<file path="config.mk">
export PLATFORM = sky130hd
export DESIGN_NAME = maclaurin_result_collector
export DESIGN_NICKNAME = d
export VERILOG_FILES = /design/src/rtl/maclaurin_result_collector.sv
export SDC_FILE = /design/constraint.sdc
export NUM_CORES = 1
export LEC_CHECK = 0
export CAP_MARGIN = 5
export CORE_MARGIN = 3
export CORE_UTILIZATION = 60
export CTS_CLUSTER_SIZE = 40
export DETAILED_ROUTE_END_ITERATION = 8
export DONT_BUFFER_PORTS = 1
export GPL_TIMING_DRIVEN = 0
export PLACE_DENSITY_LB_ADDON = 0.15
export SYNTH_ARGS = -nofsm -noshare
export SYNTH_HDL_FRONTEND = slang
export SYNTH_SLANG_ARGS = --single-unit
</file>
<file path="constraint.sdc">
create_clock -name clk -period 2.9 [get_ports clk]
set_clock_uncertainty 0.15 [all_clocks]
set_input_delay 0.29 -clock clk [delete_from_list [all_inputs] [get_ports clk]]
set_output_delay 0.29 -clock clk [all_outputs]
set_load 0.01 [all_outputs]
</file>
<file path="src/rtl/maclaurin_result_collector.sv">
// Output stage of the Maclaurin pipeline: rounds/saturates Q2.30 sums to Q1.15 and
// buffers them in a first-word-fall-through FIFO, counting pushes lost while full.
module maclaurin_result_collector #(
    parameter int DEPTH = 4,
    parameter int AW    = 2
) (
    input  logic          clk,
    input  logic          rst,
    input  logic          in_valid,
    input  logic [31:0]   in_res,
    input  logic          in_ov,
    output logic          out_valid,
    input  logic          out_ready,
    output logic [15:0]   out_data,
    output logic          out_ov,
    output logic [AW:0]   count,
    output logic          drop,
    output logic [7:0]    drop_cnt,
    input  logic          clr_drop
);

    localparam logic [AW:0] FULL_COUNT = (AW + 1)'(DEPTH);

    logic [16:0]   mem_q [DEPTH];
    logic [AW-1:0] wrPtr_q, wrPtr_d;
    logic [AW-1:0] rdPtr_q, rdPtr_d;
    logic [AW:0]   count_q, count_d;
    logic          drop_q, drop_d;
    logic [7:0]    dropCnt_q, dropCnt_d;

    logic [32:0]   roundSum;
    logic [15:0]   convData;
    logic          convSat;
    logic          doPush;
    logic          doPop;
    logic          dropEvent;

    // Round half up at bit 14; a sum outside Q1.15 shows up as disagreement in s[32:30].
    always_comb begin
        roundSum = {in_res[31], in_res} + 33'h0_0000_4000;
        convData = roundSum[30:15];
        convSat  = 1'b0;
        if (in_ov) begin
            convData = in_res[31] ? 16'h7FFF : 16'h8000;
            convSat  = 1'b1;
        end else if (!((roundSum[32:30] == 3'b000) || (roundSum[32:30] == 3'b111))) begin
            convData = roundSum[32] ? 16'h8000 : 16'h7FFF;
            convSat  = 1'b1;
        end
    end

    // A full FIFO still accepts a push when the head leaves on the same edge.
    always_comb begin
        doPop     = (count_q != '0) && out_ready;
        doPush    = in_valid && ((count_q != FULL_COUNT) || doPop);
        dropEvent = in_valid && (count_q == FULL_COUNT) && !doPop;

        wrPtr_d   = doPush ? wrPtr_q + 1'b1 : wrPtr_q;
        rdPtr_d   = doPop  ? rdPtr_q + 1'b1 : rdPtr_q;
        count_d   = count_q;
        if (doPush && !doPop) begin
            count_d = count_q + 1'b1;
        end else if (doPop && !doPush) begin
            count_d = count_q - 1'b1;
        end

        drop_d    = drop_q;
        dropCnt_d = dropCnt_q;
        if (dropEvent) begin
            drop_d    = 1'b1;
            dropCnt_d = clr_drop ? 8'd1 : ((dropCnt_q == 8'hFF) ? 8'hFF : dropCnt_q + 8'd1);
        end else if (clr_drop) begin
            drop_d    = 1'b0;
            dropCnt_d = 8'd0;
        end
    end

    always_ff @(posedge clk) begin
        if (rst) begin
            wrPtr_q   <= '0;
            rdPtr_q   <= '0;
            count_q   <= '0;
            drop_q    <= 1'b0;
            dropCnt_q <= 8'd0;
            for (int i = 0; i < DEPTH; i++) begin
                mem_q[i] <= '0;
            end
        end else begin
            wrPtr_q   <= wrPtr_d;
            rdPtr_q   <= rdPtr_d;
            count_q   <= count_d;
            drop_q    <= drop_d;
            dropCnt_q <= dropCnt_d;
            if (doPush) begin
                mem_q[wrPtr_q] <= {convSat, convData};
            end
        end
    end

    assign out_valid = (count_q != '0);
    assign out_data  = mem_q[rdPtr_q][15:0];
    assign out_ov    = mem_q[rdPtr_q][16];
    assign count     = count_q;
    assign drop      = drop_q;
    assign drop_cnt  = dropCnt_q;

endmodule

</file>
# --- Word level (Yosys, flattened, before mapping) ---
# Memories as Yosys holds them, arrays and structs flattened. A register that Yosys moved wholly into a read port is not among the register bits.
# Index checks and enable logic that the tools add are counted.
word_totals:
  inputBits: 38
  word_cells: 55
  ff_bits: 16
  out_inout_bits: 30
  ram_bits: 68
  n_memories: 1
classes:
  addsub: 6
  reduce_logical: 15
  n_eq_ne: 4
  muxes: 24
mem_list:
  columns: ["name", "words", "width", "rd", "rd_clocked_by_memory_dff", "wr", "line", "source"]
  rows:
  - ["mem_q", 4, 17, 1, 1, 4, "24", "logic [16:0] mem_q [DEPTH];"]
op_table:
  columns: ["cell", "count"]
  rows:
  - ["$mux W16", 4]
  - ["$add A32 B16 Y33 const B", 1]
  - ["$mux W8", 4]
  - ["$mux W17", 1]
  - ["$reduce_or A17 Y1", 1]
  - ["$mux W1", 10]
  - ["$add A8 B1 Y8 const B", 1]
  - ["$eq A8 B8 Y1 const B", 1]
  - ["$eq A3 B3 Y1 const B", 2]
  - ["$logic_and A1 B1 Y1", 6]
  - ["$mux W2", 3]
  - ["$mux W3", 2]
  - ["$add A2 B1 Y2 const B", 2]
  - ["$reduce_bool A2 Y1", 2]
  - ["$add A3 B1 Y3 const B", 1]
  - ["$logic_not A3 Y1", 1]
  - ["$ne A3 B3 Y1 const B", 1]
  - ["$reduce_bool A3 Y1", 1]
  - ["$sub A3 B1 Y3 const B", 1]
  - ["$logic_not A1 Y1", 2]
  - ["$logic_or A1 B1 Y1", 2]

# --- Longest topological paths before layout ---
# Gate-level depths: netlist of the first run.
logic_depth:
  word_depth: 9
  depth_mapped: 8
  ltp_nobuf: 8

# --- Worst setup path after synthesis of the first run ---
# No wires, ideal clock.
synth_path:
  path_kind: "reg-to-reg"
  from: "register count_q[0], in the netlist count[0]"
  to: "memory mem_q[3][0], enable pin"
  setup_slack_ns: 0.148
  stages_incl_launch_ff: 5
  required_ns: 2.335
  setup_ns: 0.415
  arrival_ns: 2.188
  path_buffers: 0
  period_less_slack_ns: 2.752
  path_cell_list: "dfxtp_1 > nor4b_1 > nor2b_1 > nand2_1 > o21ai_0"
synth_lines:
  columns: ["element", "line", "source"]
  rows:
  - ["from (decl)", "27", "logic [AW:0] count_q, count_d;"]
  - ["from (signal assigned)", "91", "count_q <= count_d;"]
  - ["to (decl)", "24", null]

==> metrics.md, run 1 <==
| Metric | Value |
|---|---|
| Floorplan Core Area | 6870 um^2 |
| Number of sinks on the clock net | 86 |
| Reg clk slew, reported paths | 0.08 ns |
| Die extent in x | 90.8 um |
| Final GP Congestion | 0.855 |
| Final clock period utilization by the worst path | 88.5% |
| Number of failing setup endpoints in the final timing report | 0 |
| Post-synth design cell area | 4320 um^2 |
| Max-slew violation count | 0 |
| Worst-case vdd ir drop | 0.298 mV |
| Data arrival time at the worst-slack endpoint | 2.39 ns |
| Cell variety after synth | 49 |
| First-pass GRT wire length | 15700 um |
| Final Hold Vio Count | 0 |
| Fraction of synthesis flops using an asynchronous set or reset pin | 0% |
| Hold endpoint | rdPtr_q[0] |
| Pin count of the biggest net entering global routing | 18 |
| Starting Density | 62.9% |
| Gate count of the mapped netlist | 341 |
| Port bufs | 0 |
| Largest stage delay, worst path | 0.68 ns |
| Deepest level of the CTS H-tree | 3 |
| Share of layout cells above drive strength 1 | 19.1% |
| Antenna viol nets, final | 0 |
| Final-layout setup total negative slack | 0 ns |
| Worst reg-to-reg path cell count | 4 |
| Mean instance size in the synthesized netlist | 12.7 um^2 |
| Fillers | 511 |
| Post-layout min period | 2.57 ns |
| Drt initial violations | 305 |
| Terminus of the critical flop-to-flop path | mem_q[2][8] |
| Area growth from synthesis to layout | 9.27% |
| Area used by sequential logic in the layout | 2400 um^2 |
| Count of pins on the block boundary | 68 |
| Total area of multi-input combinational cells | 1790 um^2 |
| Overall power after layout | 3.13 mW |
| Antenna diodes | 0 |
| Critical-path cell with the highest stage delay | nand2_1 |
| Number of enable-type register cells in the synthesized netlist | 68 |
| Final hold slack | 0.0604 ns |
| Proportion of synthesized chip area in sequential cells | 55.6% |
| Dominant cells by area after synthesis | edfxtp_1 (47%), mux4_2 (8.9%), dfxtp_1 (8.3%), a211oi_1 (4.3%), a21oi_1 (4.2%) |
| Status | finished clean |
| Total of warnings raised by yosys | 0 |
| Post-detailed-route via-to-cell ratio | 6.42 |
| Post-synth top flop | edfxtp_1 |
| Hold path start | out_ready |
| Register-to-register setup slack | 0.33 ns |
| Class of the tightest hold or removal check | input pin to flip-flop |
| Most repeated cell in the gate-level netlist after synthesis | edfxtp_1 |
| Deepest clock path buffer count | 2 |
| Kind of start point of the critical path | flip-flop |
| Die Outline Area | 8250 um^2 |
| Post-synth top cells | edfxtp_1 (68), a21oi_1 (36), a211oi_1 (25) |
| Cell taking the most area after synthesis | edfxtp_1 |
| Leakage | 1.54 nW |
| GRT Residual Overflow | 0 |
| Worst Path Class, Setup | flip-flop to flip-flop |
| Antenna violations before repair | 0 |
| Worst Tran Pin Value | 0.881 ns |
| Hold path cells | 3 |
| Startpoint of the worst-slack reg-to-reg timing path | count[0] |
| Cell-by-cell listing of the critical path | nor4b_2 > nand3b_1 > or3_1 > nand2_1 |
| Yosys reg bits | 86 |
| Pwr dens | 664 nW/um^2 |
| RSZ-0062 raised after global routing | false |
| Worst endpoint required time | 2.73 ns |
| Maximum Capacitance Violations | 0 |
| CTS buffer count | 9 |
| Post-DP HPWL | 6750 um |
| Later-pin clock latency in the skew report | 0.35 ns |
| CP Max Fanout | 17 |
| TritonCTS clock tree | yes |
| Die Y-Extent | 90.8 um |
| Fraction of synthesized cell area taken by the top area cell type | 47.3% |
| F_max | 390 MHz |
| Nature of the critical path endpoint | flip-flop |
| Remaining design rule violation count | 0 |
| Syn Nets | 383 |
| Number of global-route vias before repair | 2984 |
| Clock root buffer | clkbuf_8 |
| Count of standard-cell rows | 30 |
| Pre-Repair DR Iteration Count | 5 |
| Tightest slew margin relative to the limit | 41.1% |
| Total detailed-routing wirelength | 9740 um |
| Layout Nets | 398 |
| WL/cell | 21.3 um |
| Total routing resource utilization after global routing | 24.9% |
| Vias | 2933 |
[logic make-up (layout without fill, tap and decap cells)]
kind of cell    after synthesis  count (layout)  share of synthesized area, %
simple gates                101             101                          12.5
flops                        86              86                          55.6
compound gates               84              84                          13.8
buf+inv                      27              47                          3.36
mux                          20              20                          9.56
xor+xnor                     19              19                          3.85
fa+ha+maj                     4               4                          1.33
[cell type report]
class / instances / share of cell area [%]
Buffer: 18 / 2.39
Clock buffer: 11 / 3.24
Clock inverter: 5 / 1.22
Inverter: 7 / 0.557
Multi-Input combinational cell: 228 / 37.9
Sequential cell: 86 / 50.9
Tap cell: 96 / 2.55
Timing Repair Buffer: 6 / 1.19
[cell usage in the layout (no fill, tap or decap), drive strengths merged, types with 4 or more instances in the layout]
cell type and count:
nand4 4, inv 7, buf 18, nand3 12
nor4 4, xor2 8, edfxtp 68, clkbuf 14
nor2b 5, nor2 26, xnor2 11, mux4 17
or3 7, a21oi 36, dfxtp 18, o21ai 5
nand2 15, nor3 13, a211oi 32, clkinv 4
[report_power, final]
part           switching [mW]  internal (mW)
logic                   0.401          0.292
clock network           0.435          0.451
registers              0.0981           1.46
total                   0.935           2.20
[critical path: cells and delay by family (launching register included)]
family	cells	cell delay [ns]
AND/OR/NAND/NOR	4	1.54
flip-flops	1	0.50
[through the flow]
step,util [%],setup WS [ns],instance area (um^2),instances
global route,68.7,0.182,4720,457
finish,68.7,0.333,4720,457
global placement,64.6,-0.925,4440,437
CTS,68.6,0.0505,4710,457
detailed placement,64.8,-0.621,4450,438
floorplan,-,0.148,4320,341
[layer usage]
metal  up-vias  global-route usage, %  share of wire [%]
met1      1436                   33.9                 42
met3        20                   6.67                7.9
met4         0                   7.16                1.5
met5         -                      0                  0
met2       121                   39.6                 48
li1       1356                      -                  -
[flip-flops by register name, indices dropped and copies added (netlist names), named ones only]
| register | flops |
|---|---|
| count | 3 |
| drop | 1 |
| rdPtr_q | 2 |
| mem_q | 68 |
| wrPtr_q | 2 |
| drop_cnt | 8 |
[worst max path at each step]
| stage | endpoint | from |
|---|---|---|
| 2_1_floorplan | mem_q[3][0] | count[0] |
| 3_3_place_gp | mem_q[3][5] | count[0] |
| 3_5_place_dp | mem_q[1][7] | count[0] |
| 4_1_cts | mem_q[0][8] | count[0] |
| 5_1_grt | mem_q[2][4] | count[0] |
| 6_report | mem_q[2][8] | count[0] |
[timing repair]
| item | CTS | global route |
|---|---|---|
| hold endpoints to repair | 4 | 0 |
| setup endpoints to repair | 34 | 39 |
| pin swaps | 0 | 1 |
| setup buffers | 0 | 2 |
| gates resized for setup | 5 | 0 |
| hold buffers | 3 | 0 |
No activity file was read; power rests on OpenSTA's default activity.
==> run 2: changes to the inputs <==
- REMOVE_ABC_BUFFERS: not set -> 1
==> run 2 against run 1 <==
Net effect:
- fmax down 5.9%
- register-to-register slack worse by 0.16 ns
- wire length decreased by 9.0%
- worst hold slack better by 0.0045 ns
- sequential cell count unchanged
- via count down 3.9%
- critical path depth unchanged
- sequential share of layout area increased by 0.42 points
- core utilization decreased by 0.56 points
==> metrics.md, run 2 (synthesized netlist as in run 1, its figures left out) <==
| Metric | Value |
|---|---|
| Status | finished clean |
| Maximum Capacitance Violations | 0 (unchanged) |
| Port bufs | 0 (unchanged) |
| Tightest slew margin relative to the limit | 20.1% (-21 points) |
| Worst endpoint required time | 2.75 ns (+0.02 ns) |
| Pin count of the biggest net entering global routing | 25 (+7) |
| Antenna diodes | 0 (unchanged) |
| WL/cell | 20.0 um (-5.9%) |
| Nature of the critical path endpoint | flip-flop |
| Final GP Congestion | 0.807 (-5.6%) |
| Cell Area, Placed | 4420 um^2 (-0.67%) |
| Vias | 2819 (-3.9%) |
| Worst-case vdd ir drop | 0.276 mV (-7.3%) |
| First-pass GRT wire length | 14800 um (-5.4%) |
| Later-pin clock latency in the skew report | 0.36 ns (about the same) |
| Largest stage delay, worst path | 0.62 ns (-0.06 ns) |
| Die Outline Area | 8250 um^2 (unchanged) |
| Die Y-Extent | 90.8 um (unchanged) |
| Largest reg by FF count | mem_q |
| Reg clk slew, reported paths | 0.09 ns (about the same) |
| Layout Nets | 383 (-3.8%) |
| Total detailed-routing wirelength | 8860 um (-9.0%) |
| Overall power after layout | 3.09 mW (-1.6%) |
| Data arrival time at the worst-slack endpoint | 2.57 ns (+0.18 ns) |
| Worst Path Class, Setup | flip-flop to flip-flop |
| Final clock period utilization by the worst path | 94.1% (+5.6 points) |
| Worst Tran Pin Value | 1.20 ns (+0.316 ns) |
| Post-DP HPWL | 5880 um (-13%) |
| Antenna viol nets, final | 0 (unchanged) |
| Class of the tightest hold or removal check | input pin to flip-flop |
| Number of failing setup endpoints in the final timing report | 0 (unchanged) |
| GRT Residual Overflow | 0 (unchanged) |
| Fillers | 514 (+0.59%) |
| Flip-flop count of the largest register, all copies and words added | 68 (unchanged) |
| Share of layout cells above drive strength 1 | 17.1% (-2.1 points) |
| Drt initial violations | 151 (-50%) |
| Number of global-route vias before repair | 2910 (-2.5%) |
| Count of pins on the block boundary | 68 (unchanged) |
| Final-layout setup total negative slack | 0 ns (unchanged) |
| Leakage | 1.50 nW (-2.3%) |
| RSZ-0062 raised after global routing | false |
| Kind of start point of the critical path | flip-flop |
| Remaining design rule violation count | 0 (unchanged) |
| Post-detailed-route via-to-cell ratio | 6.38 (-0.63%) |
| Number of placed instances with taps included | 422 (-3.7%) |
| CP Max Fanout | 18 (+1) |
| Cell-by-cell listing of the critical path | nor4b_1 > nand3b_1 > or3_2 > nand2_2 |
| Total routing resource utilization after global routing | 23.1% (-1.7 points) |
| Starting Density | 62.9% (unchanged) |
| F_max | 366 MHz (-5.9%) |
| Critical-path cell with the highest stage delay | nor4b_1 |
| Area growth from synthesis to layout | 8.37% |
| Max-slew violation count | 0 (unchanged) |
| Floorplan Core Area | 6870 um^2 (unchanged) |
| Number of sinks on the clock net | 86 (unchanged) |
| Pwr dens | 659 nW/um^2 (-0.74%) |
| Post-layout min period | 2.73 ns (+0.162 ns) |
| Final std cells w/o fill | 442 (-3.3%) |
| Category of cells accounting for the largest share of critical-path delay | simple AND/OR/NAND/NOR gates |
| Die extent in x | 90.8 um (unchanged) |
| TritonCTS clock tree | yes |
| Top library cells by usage in the layout, fill and taps aside | edfxtp_1 (68), a21oi_1 (36), a211oi_1 (25), nor2_1 (24), dfxtp_1 (18) |
| Antenna violations before repair | 0 (unchanged) |
| Critical path buffer and inverter count | 0 (unchanged) |
| Pre-Repair DR Iteration Count | 5 (unchanged) |
| Deepest clock path buffer count | 2 (unchanged) |
| Deepest level of the CTS H-tree | 3 (unchanged) |
| CTS buffer count | 9 (unchanged) |
| Final cell area excluding filler cells | 4680 um^2 (-0.82%) |
| Clock root buffer | clkbuf_8 |
| Utilization of the core after routing | 68.1% (-0.56 points) |
| Final Hold Vio Count | 0 (unchanged) |
| Count of standard-cell rows | 30 (unchanged) |
| Commonest non-fill, non-tap cell in the layout | edfxtp_1 |
==> run 2: cell count changes in the layout (fill, tap and decap cells not counted), sizes merged <==
cell         change
clkinv           -2
dlygate4sd3      -1
clkinvlp         +2
buf             -11
inv              +1
bufinv           -1
clkbuf           -3
==> run 2: timing repair <==
item                                    CTS  global route
hold buffers                              2             0
setup buffers                             1             0
gates resized for setup                   3             0
hold endpoints to repair                 13             0
endpoints found under the setup margin   34             0
==> run 2: cell type report <==
cell class              instances  area (um^2)  area share (%)
well taps                      96          120            2.57
clock buffers                  11          174            3.72
clock inverters                 5         37.5           0.802
inverters                       7         26.3           0.561
repair buffers                  9          139            2.97
multi-input cells             228         1780            38.0
flip-flops and latches         86         2400            51.3
==> run 2: metal layers <==
layer  wire (um)  up-vias  track usage (%)
met4         184        0             9.80
met3         586       15             6.17
met1        3830     1380             31.7
met5           0        -                0
li1            -     1329                -
met2        4260       95             35.1
==> run 2: metrics by stage <==
stage,hold slack (ns),setup slack (ns)
detailed placement,0.216,-0.451
finish,0.0649,0.171
global route,0.0571,0.00200
CTS,0.0503,0.184
global placement,0.211,-0.999
floorplan,0.209,-0.255
==> run 2: worst paths after layout <==
| check | from | to | cells past startpoint | slack, ns |
|---|---|---|---|---|
| max | count[0] | mem_q[0][2] | 4 | 0.17 |
| min | out_ready | rdPtr_q[1] | 3 | 0.06 |
| max reg2reg | count[0] | mem_q[0][2] | 4 | 0.17 |
| min reg2reg | drop | drop | 2 | 0.38 |
==> run 2: worst min-delay path: stages <==
cell	delay [ns]
nand3_1	0.08
xor2_1	0.06
nor2_1	0.10
==> run 2: power by group <==
part	leakage [nW]	switching, mW	total [mW]	internal (mW)
Sequential	0.853	0.147	1.60	1.46
Combinational	0.548	0.334	0.625	0.290
Clock	0.102	0.439	0.858	0.418
Total	1.50	0.921	3.09	2.17
